[config.mk]
export PLATFORM = sky130hd
export DESIGN_NAME = aes256_mmio_ctrl_flat
export DESIGN_NICKNAME = d
export VERILOG_FILES = /design/src/rtl/aes256_mmio_ctrl_pkg.sv /design/src/rtl/aes256_mmio_ctrl_if.sv /design/src/rtl/aes_run_sequencer.sv /design/src/rtl/aes256_mmio_ctrl.sv /design/src/flat_wrapper.sv
export SDC_FILE = /design/constraint.sdc
export NUM_CORES = 1
export LEC_CHECK = 0
export CAP_MARGIN = 20
export CORE_MARGIN = 8
export CORE_UTILIZATION = 52
export CTS_CLUSTER_DIAMETER = 80
export DETAILED_ROUTE_END_ITERATION = 6
export PLACE_DENSITY = 0.95
export SLEW_MARGIN = 20
export SYNTH_ARGS = -nofsm -noshare
export SYNTH_HDL_FRONTEND = slang
export SYNTH_SLANG_ARGS = --single-unit
[constraint.sdc]
create_clock -name clock -period 50.3 [get_ports clock]
set_input_delay 10.06 -clock clock [delete_from_list [all_inputs] [get_ports clock]]
set_output_delay 10.06 -clock clock [all_outputs]
set_load 0.05 [all_outputs]
[src/rtl/aes256_mmio_ctrl_pkg.sv]
// Shared definitions for the AES-256 MMIO controller: register map, STATUS
// field positions and run-sequencer state encoding.
package aes256_mmio_ctrl_pkg;

    localparam logic [2:0] ADDR_KEY    = 3'd0;
    localparam logic [2:0] ADDR_NONCE  = 3'd1;
    localparam logic [2:0] ADDR_DIN    = 3'd2;
    localparam logic [2:0] ADDR_DOUT   = 3'd3;
    localparam logic [2:0] ADDR_CTRL   = 3'd4;
    localparam logic [2:0] ADDR_STATUS = 3'd5;

    localparam int CTRL_ENABLE = 0;
    localparam int CTRL_CLEAR  = 1;
    localparam int CTRL_CNTRST = 2;

    localparam int ST_FIFO_LO = 0;
    localparam int ST_OVF     = 4;
    localparam int ST_UNF     = 5;
    localparam int ST_CFG_ERR = 6;
    localparam int ST_FSM_LO  = 7;
    localparam int ST_KEY_NZ  = 9;
    localparam int ST_BLK_LO  = 16;

    typedef enum logic [1:0] {
        RUN_IDLE  = 2'd0,
        RUN_ISSUE = 2'd1,
        RUN_WAIT  = 2'd2
    } run_state_e;

    function automatic logic [31:0] pack_status(
        input logic [3:0]  fifo,
        input logic [2:0]  sticky,
        input logic [1:0]  fsm,
        input logic        key_nz,
        input logic [15:0] blk
    );
        pack_status = {blk, 6'b0, key_nz, fsm, sticky, fifo};
    endfunction

endpackage

[src/rtl/aes256_mmio_ctrl_if.sv]
// Simple register bus: one access per cycle, read data returned one cycle later.
interface aes256_mmio_ctrl_if;
    logic [2:0]  addr;
    logic [31:0] wdata;
    logic        we;
    logic        re;
    logic [31:0] rdata;
    logic        rvalid;

    modport master (output addr, wdata, we, re, input rdata, rvalid);
    modport slave  (input addr, wdata, we, re, output rdata, rvalid);
endinterface

[src/rtl/aes_run_sequencer.sv]
// Block-issue sequencer: pulses run when a block is ready, then holds off for
// RUN_GAP cycles so the engine can finish before the next issue.
module aes_run_sequencer
    import aes256_mmio_ctrl_pkg::*;
#(
    parameter int RUN_GAP = 14
) (
    input  logic        clock,
    input  logic        reset,
    input  logic        enable,
    input  logic        inblockfifoempty,
    input  logic        outblockfifofull,
    output logic        run_ctrout,
    output logic [1:0]  state,
    output logic [15:0] blk_cnt
);
    localparam logic [1:0] IDLE  = RUN_IDLE;
    localparam logic [1:0] ISSUE = RUN_ISSUE;
    localparam logic [1:0] WAIT  = RUN_WAIT;
    localparam int GW = (RUN_GAP > 1) ? $clog2(RUN_GAP) : 1;
    localparam logic [GW-1:0] GAP_LAST = GW'(RUN_GAP - 1);

    logic [GW-1:0] gap_cnt;

    always_ff @(posedge clock or posedge reset) begin
        if (reset) begin
            state   <= IDLE;
            gap_cnt <= '0;
            blk_cnt <= '0;
        end else begin
            case (state)
                IDLE: if (enable && !inblockfifoempty && !outblockfifofull) state <= ISSUE;
                ISSUE: begin
                    blk_cnt <= blk_cnt + 16'd1;
                    gap_cnt <= '0;
                    state   <= WAIT;
                end
                // The gap always runs to completion, even if enable drops meanwhile.
                WAIT: begin
                    if (gap_cnt == GAP_LAST) begin
                        gap_cnt <= '0;
                        state   <= IDLE;
                    end else begin
                        gap_cnt <= gap_cnt + 1'b1;
                    end
                end
                default: state <= IDLE;
            endcase
        end
    end

    assign run_ctrout = (state == ISSUE);
endmodule

[src/rtl/aes256_mmio_ctrl.sv]
// MMIO front end for an AES-256 datapath: key/nonce assembly, word FIFO
// push/pop, control/status registers and the block-issue sequencer.
module aes256_mmio_ctrl
    import aes256_mmio_ctrl_pkg::*;
#(
    parameter int RUN_GAP = 14
) (
    input  logic               clock,
    input  logic               reset,
    aes256_mmio_ctrl_if.slave  bus,
    output logic [255:0]       key_dataout,
    output logic               setkey_ctrout,
    output logic [127:0]       nonce_dataout,
    output logic               setnonce_ctrout,
    output logic               run_ctrout,
    output logic [31:0]        user_dataout,
    output logic               wren_ctrout,
    input  logic [31:0]        user_datain,
    output logic               rden_ctrout,
    input  logic               inwordfifofull,
    input  logic               inblockfifoempty,
    input  logic               outblockfifofull,
    input  logic               outwordfifoempty
);
    logic        enable, cfg_err, unf, ovf;
    logic [2:0]  key_cnt;
    logic [1:0]  nonce_cnt;
    logic [1:0]  run_state;
    logic [15:0] blk_cnt;
    logic        rvalid_q, dout_sel_q;
    logic [31:0] rdata_q, rd_mux, status_w;

    // A cycle with both strobes high is a write.
    wire wr        = bus.we;
    wire rd        = bus.re && !bus.we;
    wire wr_key    = wr && (bus.addr == ADDR_KEY);
    wire wr_nonce  = wr && (bus.addr == ADDR_NONCE);
    wire wr_din    = wr && (bus.addr == ADDR_DIN);
    wire wr_ctrl   = wr && (bus.addr == ADDR_CTRL);
    wire rd_dout   = rd && (bus.addr == ADDR_DOUT);
    wire key_ld    = wr_key && !enable;
    wire nonce_ld  = wr_nonce && !enable;
    wire din_push  = wr_din && !inwordfifofull;
    wire dout_pop  = rd_dout && !outwordfifoempty;
    wire clr_stky  = wr_ctrl && bus.wdata[CTRL_CLEAR];
    wire cnt_rst   = wr_ctrl && bus.wdata[CTRL_CNTRST];

    assign rden_ctrout = dout_pop;

    always_ff @(posedge clock or posedge reset) begin
        if (reset) begin
            key_dataout     <= '0;
            nonce_dataout   <= '0;
            key_cnt         <= '0;
            nonce_cnt       <= '0;
            setkey_ctrout   <= 1'b0;
            setnonce_ctrout <= 1'b0;
        end else begin
            setkey_ctrout   <= 1'b0;
            setnonce_ctrout <= 1'b0;
            if (cnt_rst) begin
                key_cnt   <= '0;
                nonce_cnt <= '0;
            end
            if (key_ld) begin
                for (int k = 0; k < 8; k++)
                    if (key_cnt == 3'(k)) key_dataout[255-32*k -: 32] <= bus.wdata;
                key_cnt       <= key_cnt + 3'd1;
                setkey_ctrout <= (key_cnt == 3'd7);
            end
            if (nonce_ld) begin
                for (int k = 0; k < 4; k++)
                    if (nonce_cnt == 2'(k)) nonce_dataout[127-32*k -: 32] <= bus.wdata;
                nonce_cnt       <= nonce_cnt + 2'd1;
                setnonce_ctrout <= (nonce_cnt == 2'd3);
            end
        end
    end

    // Sticky flags: a set in the same cycle as a clear takes priority.
    always_ff @(posedge clock or posedge reset) begin
        if (reset) begin
            enable  <= 1'b0;
            cfg_err <= 1'b0;
            ovf     <= 1'b0;
            unf     <= 1'b0;
        end else begin
            if (wr_ctrl) enable <= bus.wdata[CTRL_ENABLE];
            if ((wr_key || wr_nonce) && enable) cfg_err <= 1'b1;
            else if (clr_stky)                  cfg_err <= 1'b0;
            if (wr_din && inwordfifofull)       ovf <= 1'b1;
            else if (clr_stky)                  ovf <= 1'b0;
            if (rd_dout && outwordfifoempty)    unf <= 1'b1;
            else if (clr_stky)                  unf <= 1'b0;
        end
    end

    always_ff @(posedge clock or posedge reset) begin
        if (reset) begin
            user_dataout <= '0;
            wren_ctrout  <= 1'b0;
        end else begin
            wren_ctrout <= din_push;
            if (din_push) user_dataout <= bus.wdata;
        end
    end

    assign status_w = pack_status({outwordfifoempty, outblockfifofull, inblockfifoempty, inwordfifofull},
                                  {cfg_err, unf, ovf}, run_state, (key_cnt != 3'd0), blk_cnt);

    always_comb begin
        rd_mux = '0;
        case (bus.addr)
            ADDR_CTRL:   rd_mux = {31'b0, enable};
            ADDR_STATUS: rd_mux = status_w;
            default:     rd_mux = '0;
        endcase
    end

    // DOUT data comes from the datapath the cycle after the pop, so it is
    // muxed in live rather than captured at the access.
    always_ff @(posedge clock or posedge reset) begin
        if (reset) begin
            rvalid_q   <= 1'b0;
            rdata_q    <= '0;
            dout_sel_q <= 1'b0;
        end else begin
            rvalid_q   <= rd;
            rdata_q    <= rd ? rd_mux : 32'd0;
            dout_sel_q <= dout_pop;
        end
    end

    assign bus.rvalid = rvalid_q;
    assign bus.rdata  = dout_sel_q ? user_datain : rdata_q;

    aes_run_sequencer #(.RUN_GAP(RUN_GAP)) u_seq (
        .clock            (clock),
        .reset            (reset),
        .enable           (enable),
        .inblockfifoempty (inblockfifoempty),
        .outblockfifofull (outblockfifofull),
        .run_ctrout       (run_ctrout),
        .state            (run_state),
        .blk_cnt          (blk_cnt)
    );
endmodule

[src/flat_wrapper.sv]
// flat-port wrapper written by rule: the top's interface ports become plain ports
module aes256_mmio_ctrl_flat import aes256_mmio_ctrl_pkg::*;
#(
    parameter int RUN_GAP = 14
)
  (clock, reset, key_dataout, setkey_ctrout, nonce_dataout, setnonce_ctrout, run_ctrout, user_dataout, wren_ctrout, user_datain, rden_ctrout, inwordfifofull, inblockfifoempty, outblockfifofull, outwordfifoempty, bus_addr, bus_wdata, bus_we, bus_re, bus_rdata, bus_rvalid);
  aes256_mmio_ctrl_if bus_i ();
  input  logic clock;
  input  logic reset;
  output logic [255:0] key_dataout;
  output logic setkey_ctrout;
  output logic [127:0] nonce_dataout;
  output logic setnonce_ctrout;
  output logic run_ctrout;
  output logic [31:0] user_dataout;
  output logic wren_ctrout;
  input  logic [31:0] user_datain;
  output logic rden_ctrout;
  input  logic inwordfifofull;
  input  logic inblockfifoempty;
  input  logic outblockfifofull;
  input  logic outwordfifoempty;
  input wire logic [$bits(bus_i.addr)-1:0] bus_addr;
  input wire logic [$bits(bus_i.wdata)-1:0] bus_wdata;
  input wire logic [$bits(bus_i.we)-1:0] bus_we;
  input wire logic [$bits(bus_i.re)-1:0] bus_re;
  output wire logic [$bits(bus_i.rdata)-1:0] bus_rdata;
  output wire logic [$bits(bus_i.rvalid)-1:0] bus_rvalid;
  assign bus_i.addr = bus_addr;
  assign bus_i.wdata = bus_wdata;
  assign bus_i.we = bus_we;
  assign bus_i.re = bus_re;
  assign bus_rdata = bus_i.rdata;
  assign bus_rvalid = bus_i.rvalid;
  aes256_mmio_ctrl #(.RUN_GAP(RUN_GAP)) u_core (.clock(clock), .reset(reset), .bus(bus_i), .key_dataout(key_dataout), .setkey_ctrout(setkey_ctrout), .nonce_dataout(nonce_dataout), .setnonce_ctrout(setnonce_ctrout), .run_ctrout(run_ctrout), .user_dataout(user_dataout), .wren_ctrout(wren_ctrout), .user_datain(user_datain), .rden_ctrout(rden_ctrout), .inwordfifofull(inwordfifofull), .inblockfifoempty(inblockfifoempty), .outblockfifofull(outblockfifofull), .outwordfifoempty(outwordfifoempty));
endmodule
==> results of run 1 <==
area by class of cell:
type | instances | area share
Multi-Input combinational cell | 591 | 0.2378
Inverter | 16 | 0.002634
Clock inverter | 16 | 0.006584
Sequential cell | 478 | 0.4663
Tap cell | 461 | 0.02248
Antenna cell | 1 | 0.00009755
Timing Repair Buffer | 537 | 0.2096
Clock buffer | 68 | 0.05448
worst max path at each step:
stage,to
6_report,rden_ctrout
5_1_grt,rden_ctrout
4_1_cts,rden_ctrout
3_5_place_dp,rden_ctrout
3_3_place_gp,rden_ctrout
2_1_floorplan,u_core.bus.rvalid$_DFF_PP0_
metal layers:
layer  global-route usage  vias up
met3              0.08650      148
li1                     -     5076
met1               0.3073     6290
met5                    0        -
met4               0.1371        0
met2               0.4716      518
cell usage in the layout (no fill, tap or decap), types with 15 or more instances in the layout:
cell type / instances
and2_1: 27
clkbuf_16: 49
clkdlybuf4s50_1: 528
ha_1: 16
nand2_1: 18
dfrtp_1: 477
inv_1: 15
mux2_2: 430
mux2_1: 16
logic make-up after synthesis:
logic type	synth area share
AO/OA/AOI/OAI	0.005931
XOR/XNOR	0.007076
adder cells (fa/ha/maj)	0.01078
buffers and inverters	0.02918
flip-flops	0.6442
multiplexers	0.2716
AND/OR/NAND/NOR	0.03120
flip-flops by register name, summed over array words and instances, names as in the netlist:
name	cells
u_core.u_seq.gap_cnt	4
u_core.user_dataout	32
u_core.ovf	1
u_core.rdata_q	26
u_core.bus.rvalid	1
u_core.nonce_dataout	128
u_core.setnonce_ctrout	1
u_core.cfg_err	1
u_core.wren_ctrout	1
u_core.dout_sel_q	1
u_core.u_seq.state	2
u_core.u_seq.blk_cnt	16
u_core.enable	1
u_core.unf	1
u_core.key_cnt	3
u_core.nonce_cnt	2
u_core.setkey_ctrout	1
u_core.key_dataout	256
metrics by stage:
| stage | instances | instance area (um2) | utilization | setup slack [ps] |
|---|---|---|---|---|
| 6_report | 2168 | 25650 | 0.7247 | 28030 |
| 5_1_grt | 2167 | 25650 | 0.7247 | 27860 |
| 3_5_place_dp | 2083 | 24070 | 0.6800 | 27990 |
| 2_1_floorplan | 1169 | 18570 | - | 26900 |
| 4_1_cts | 2167 | 25640 | 0.7242 | 28030 |
| 3_3_place_gp | 2082 | 24050 | 0.6794 | 28110 |
report_power, final:
| part | leakage, nW | switching, mW | internal, mW |
|---|---|---|---|
| Combinational | 4.85 | 0.279 | 0.142 |
| Clock | 0.778 | 0.148 | 0.209 |
| Sequential | 6.39 | 0.0371 | 0.443 |
| Total | 12.0 | 0.464 | 0.794 |
==> impl_results.md, run 1 <==
* Tmin final at roughly 22,000 ps
* Worst setup EP type: primary output
* P&R area growth vs syn at 38.17%
* Hold path cells at 1
* Crit path max fanout at 8
* Hold slack at 492.4 ps
* Top-count cell post-synth: dfrtp_1
* Number of I/O pins at 529
* CTS tree: built
* Fillcell total at approximately 2,100
* Slew HR at 0.2498
* Crit path DAT at 12,210 ps
* R2r setup slk at around 48,000 ps
* HP Class: flip-flop to flip-flop
* GR Overflow Total at 0
* Root Driver: clkbuf_16
* Final period util at 0.4427
* Avg Synthesized Cell Area at around 16 um2
* Detailed Routing Iterations Pass 1 at 5
* DPL Wire Length at 40,280 um
* Register bit total from synthesis at between 400 and 500
* Setup TNS at 0 ps
* Post-synth EDFFs at 0
* CP max stage delay at 880 ps
* Most frequent CP cell: clkdlybuf4s50_1
* Final-report setup violation count at 0
* PwrDens at 49.04 mW/mm2
* Hold EP: u_core.key_dataout[93]$_DFFE_PP0P_
* Synthesized Nets at 1,260
* Detail Route met3 WL at just under 5000 um
* Via count of the routed design at 12,030
* Routed len/inst at roughly 27 um
* Via density at between 5 and 6
* Hold wc startpoint: u_core.key_dataout[93]$_DFFE_PP0P_
* Mapped Cells at 1,169
* Top Metal Used: met4
* Sequential-to-total area share from yosys stat at 0.6442
* Die ar. at 0.04201 mm2
* Post-Route M1 WL at around 21,000 um
* Area of the multi-input gates at 0.006100 mm2
* Leak Pwr at roughly 12 nW
* Maxcap violations at 0
* Hold_buf cts at 0
* Worst Setup Start Kind: input pin
* Top cells by count, synth: 478 x dfrtp_1, 430 x mux2_2, 38 x clkbuf_1
* YS warnings at 0
* Die height at ~200 um
* Power, Total at 1.258 mW
* Crit-path leading delay family: buffers and inverters
* Stages on worst setup path at 4
* Top achievable clock speed at 0.04490 GHz
* Outcome: completed
* WP data required at 40,240 ps
* Post-DRT Antenna Nets at 0
* Clock skew at about 24 ps
* Area contributors post-synth: dfrtp_1 64%, mux2_2 26%, ha_1 1.1%
* Initial antenna violation count at 1
* Chip width at 205.0 um
* Peak VDD IR at around 0.048 mV
* RR Startpoint: u_core.enable$_DFFE_PP0N_
* Max clock buf depth at 3
* CP Cell Sequence: clkdlybuf4s50_1 > nand2_1 > nor4_1 > clkdlybuf4s50_1
* FF-to-FF End: u_core.key_dataout[76]$_DFFE_PP0P_
* Largest area contributor in the netlist: dfrtp_1
* Port Buffers at around 530
* Synth unique cells at 42
* Ys flop type: dfrtp_1
* H-tree lvl count at 2
* Largest net degree at the start of global routing at 189
* Seq. cell area at 0.01196 mm2
* Postcts setup bufs at 0
* Yosys top cell area share at 0.6442
* RSZ-0062 raised after global routing: false
* Num rows at 69
* Pins Over Slew Limit at 0
* Core Footprint at 0.03540 mm2
* CTS clk-pin slew, worst paths at 60 ps
* Mapped cell area at 0.01857 mm2
* Crit path buf inv count at 2
* Clock latency on the worst-skew pair at approximately 580 ps
* WL final at 58,940 um
* Nets at 1,763
* Met2 wire length at 29,760 um
* First-pass GRT wire length at 86,300 um
* R2r worst-path depth at 3
* CTS Buf Count at 48
* Worst Setup SP: bus_addr[0]
* Synth async-reset ratio at 1.000
* Initial Util at 0.5245
* Number of global-route vias before repair at 13,350
* Crit path kind: input pin to primary output
* Starting DRC count in detailed routing at 468
* GRT Total Usage at 0.2753
* Post-CTS Resized at 0
* Clk sinks at ~480
* RePlAce Congestion at 0.8074
* Share of layout cells above drive strength 1 at 0.3118
* DR DRC count at 0
* Worst path slowest cell: clkdlybuf4s50_1
* Final Hold Fails at 0
* Worst-margin pin slew at 1125 ps
No activity file was read; power rests on OpenSTA's default activity.
==> inputs of run 2 (changes only) <==
CORE_ASPECT_RATIO = 1.2   (was unset)
CORE_UTILIZATION = 48   (was 52)
PLACE_DENSITY = 0.89   (was 0.95)
clock period = 22.1 ns   (was 50.3 ns; I/O delays follow)
==> impl_results.md, run 2 (synthesized netlist as in run 1, its figures left out) <==
* Setup TNS at 0 ps (unchanged)
* Worst-margin pin slew at 1106 ps (was 1125 ps)
* Via density at 5.393 (was 5.550)
* Crit path kind: input pin to primary output (unchanged)
* Via count of the routed design at 11,860 (was 12,030)
* Die height at 231.4 um (was 205.0 um)
* H-tree lvl count at 2 (unchanged)
* Core Footprint at 0.03845 mm2 (was 0.03540 mm2)
* DPL Wire Length at 39,390 um (was 40,280 um)
* WL final at 57,850 um (was 58,940 um)
* Worst setup EP type: primary output (unchanged)
* Seq. cell area at 0.01196 mm2 (unchanged)
* GR Overflow Total at 0 (unchanged)
* Number of global-route vias before repair at 13,190 (was 13,350)
* Starting DRC count in detailed routing at 579 (was 468)
* Leak Pwr at 12.13 nW (was 12.02 nW)
* Hold slack at 483.3 ps (was 492.4 ps)
* Final Core Density at 0.6751 (was 0.7247)
* Clk sinks at 478 (unchanged)
* Biggest regs: u_core.key_dataout (256), u_core.nonce_dataout (128), u_core.user_dataout (32) (unchanged)
* PwrDens at 113.3 mW/mm2 (was 49.04 mW/mm2)
* Final Cell Area at 0.02596 mm2 (was 0.02565 mm2)
* DR DRC count at 0 (unchanged)
* Largest net degree at the start of global routing at 193 (was 189)
* CTS tree: built (unchanged)
* Crit path max fanout at 8 (unchanged)
* Most common cell after layout, fill and taps aside: clkdlybuf4s50_1 (unchanged)
* Fillcell total at 2,545 (was 2,071)
* Clock latency on the worst-skew pair at 560 ps (was 580 ps)
* CP max stage delay at 890 ps (was 880 ps)
* Worst Setup Start Kind: input pin (unchanged)
* Crit path DAT at 6710 ps (was 12,210 ps)
* Post-CTS Resized at 0 (unchanged)
* Final worst slack at 10,970 ps (was 28,030 ps)
* Chip width at 195.5 um (was 205.0 um)
* Slew HR at 0.2626 (was 0.2498)
* Die ar. at 0.04526 mm2 (was 0.04201 mm2)
* Initial Util at 0.4829 (was 0.5245)
* RePlAce Congestion at 0.8864 (was 0.8074)
* Initial antenna violation count at 0 (was 1)
* Number of I/O pins at 529 (unchanged)
* Placed cell area at 0.02409 mm2 (was 0.02407 mm2)
* WP data required at 17,680 ps (was 40,240 ps)
* CTS Buf Count at 48 (unchanged)
* Postcts setup bufs at 0 (unchanged)
* GRT Total Usage at 0.2510 (was 0.2753)
* RSZ-0062 raised after global routing: false (unchanged)
* Routed len/inst at 26.30 um (was 27.19 um)
* Share of layout cells above drive strength 1 at 0.3156 (was 0.3118)
* Layout Cells excl Fill at 2,200 (was 2,168)
* P&R area growth vs syn at 39.81% (was 38.17%)
* Final period util at 0.5035
* Pins Over Slew Limit at 0 (unchanged)
* Final Hold Fails at 0 (unchanged)
* Max reg flops at 256 (unchanged)
* CP Cell Sequence: clkdlybuf4s50_1 > nand2_1 > nor4_1 > clkdlybuf4s50_1 (unchanged)
* Power, Total at 2.942 mW (was 1.258 mW)
* CTS clk-pin slew, worst paths at 60 ps (about the same)
* HP Class: flip-flop to flip-flop (unchanged)
* Maxcap violations at 0 (unchanged)
* Worst path slowest cell: clkdlybuf4s50_1 (unchanged)
* Port Buffers at 528 (unchanged)
* Most frequent cells in the layout: 528 x clkdlybuf4s50_1, 477 x dfrtp_1, 430 x mux2_2 (unchanged)
* Nets at 1,766 (was 1,763)
* Post-DRT Antenna Nets at 0 (unchanged)
* Tmin final at 11,130 ps
* Area of the multi-input gates at 0.006116 mm2 (was 0.006100 mm2)
* Clock skew at 20.68 ps (was 23.58 ps)
* Biggest register: u_core.key_dataout (unchanged)
* Detailed Routing Iterations Pass 1 at 4 (was 5)
* Most frequent CP cell: clkdlybuf4s50_1 (unchanged)
* First-pass GRT wire length at 85,990 um (was 86,300 um)
* Peak VDD IR at 0.09871 mV (was 0.04761 mV)
* Root Driver: clkbuf_16 (unchanged)
* Hold_buf cts at 0 (unchanged)
* Num rows at 79 (was 69)
* Outcome: completed (unchanged)
* Worst slack at placement at 11,030 ps (was 27,990 ps)
* Placed Cells at 2,108 (was 2,083)
* Max clock buf depth at 3 (unchanged)
* Top achievable clock speed at 0.08986 GHz
* Final-report setup violation count at 0 (unchanged)
* # diodes at 0 (was 1)
==> run 2: critical path: cells and delay by family <==
family                 cells  cell delay, ps
AND/OR/NAND/NOR            2             660
buffers and inverters      2            1630
==> run 2: power breakdown <==
part	internal, mW	switching, mW	leakage (nW)
registers	1.01	0.0784	6.39
clock network	0.556	0.343	0.865
logic	0.324	0.632	4.88
total	1.89	1.05	12.1
==> run 2: cell type report <==
class	instances	area share
repair buffers	540	0.2090
clock buffers	65	0.05307
clock inverters	24	0.01528
flip-flops and latches	478	0.4609
multi-input cells	591	0.2356
inverters	16	0.002796
well taps	486	0.02343
==> run 2: routing by layer <==
metal | track usage | vias to the layer above | wire length (um) | share of wire
met1 | 0.2782 | 6212 | 20950 | 0.36
met5 | 0 | - | 0 | 0
met2 | 0.4432 | 437 | 29820 | 0.52
met3 | 0.07110 | 130 | 4315 | 0.075
met4 | 0.1152 | 0 | 2768 | 0.048
li1 | - | 5085 | - | -
==> run 2: worst paths after layout <==
kind	endpoint	slack [ps]	start	depth (start not counted)
min in group asynchronous	u_core.nonce_dataout[81]$_DFFE_PP0P_	4390	reset	2
worst min register to register	u_core.u_seq.blk_cnt[15]$_DFFE_PP0P_	480	u_core.u_seq.blk_cnt[15]$_DFFE_PP0P_	1
max in group asynchronous	u_core.nonce_dataout[95]$_DFFE_PP0P_	15380	reset	4
worst min-delay path	u_core.u_seq.blk_cnt[15]$_DFFE_PP0P_	480	u_core.u_seq.blk_cnt[15]$_DFFE_PP0P_	1
worst max-delay path	rden_ctrout	10970	bus_addr[0]	4
worst max register to register	u_core.key_dataout[105]$_DFFE_PP0P_	19290	u_core.enable$_DFFE_PP0N_	4
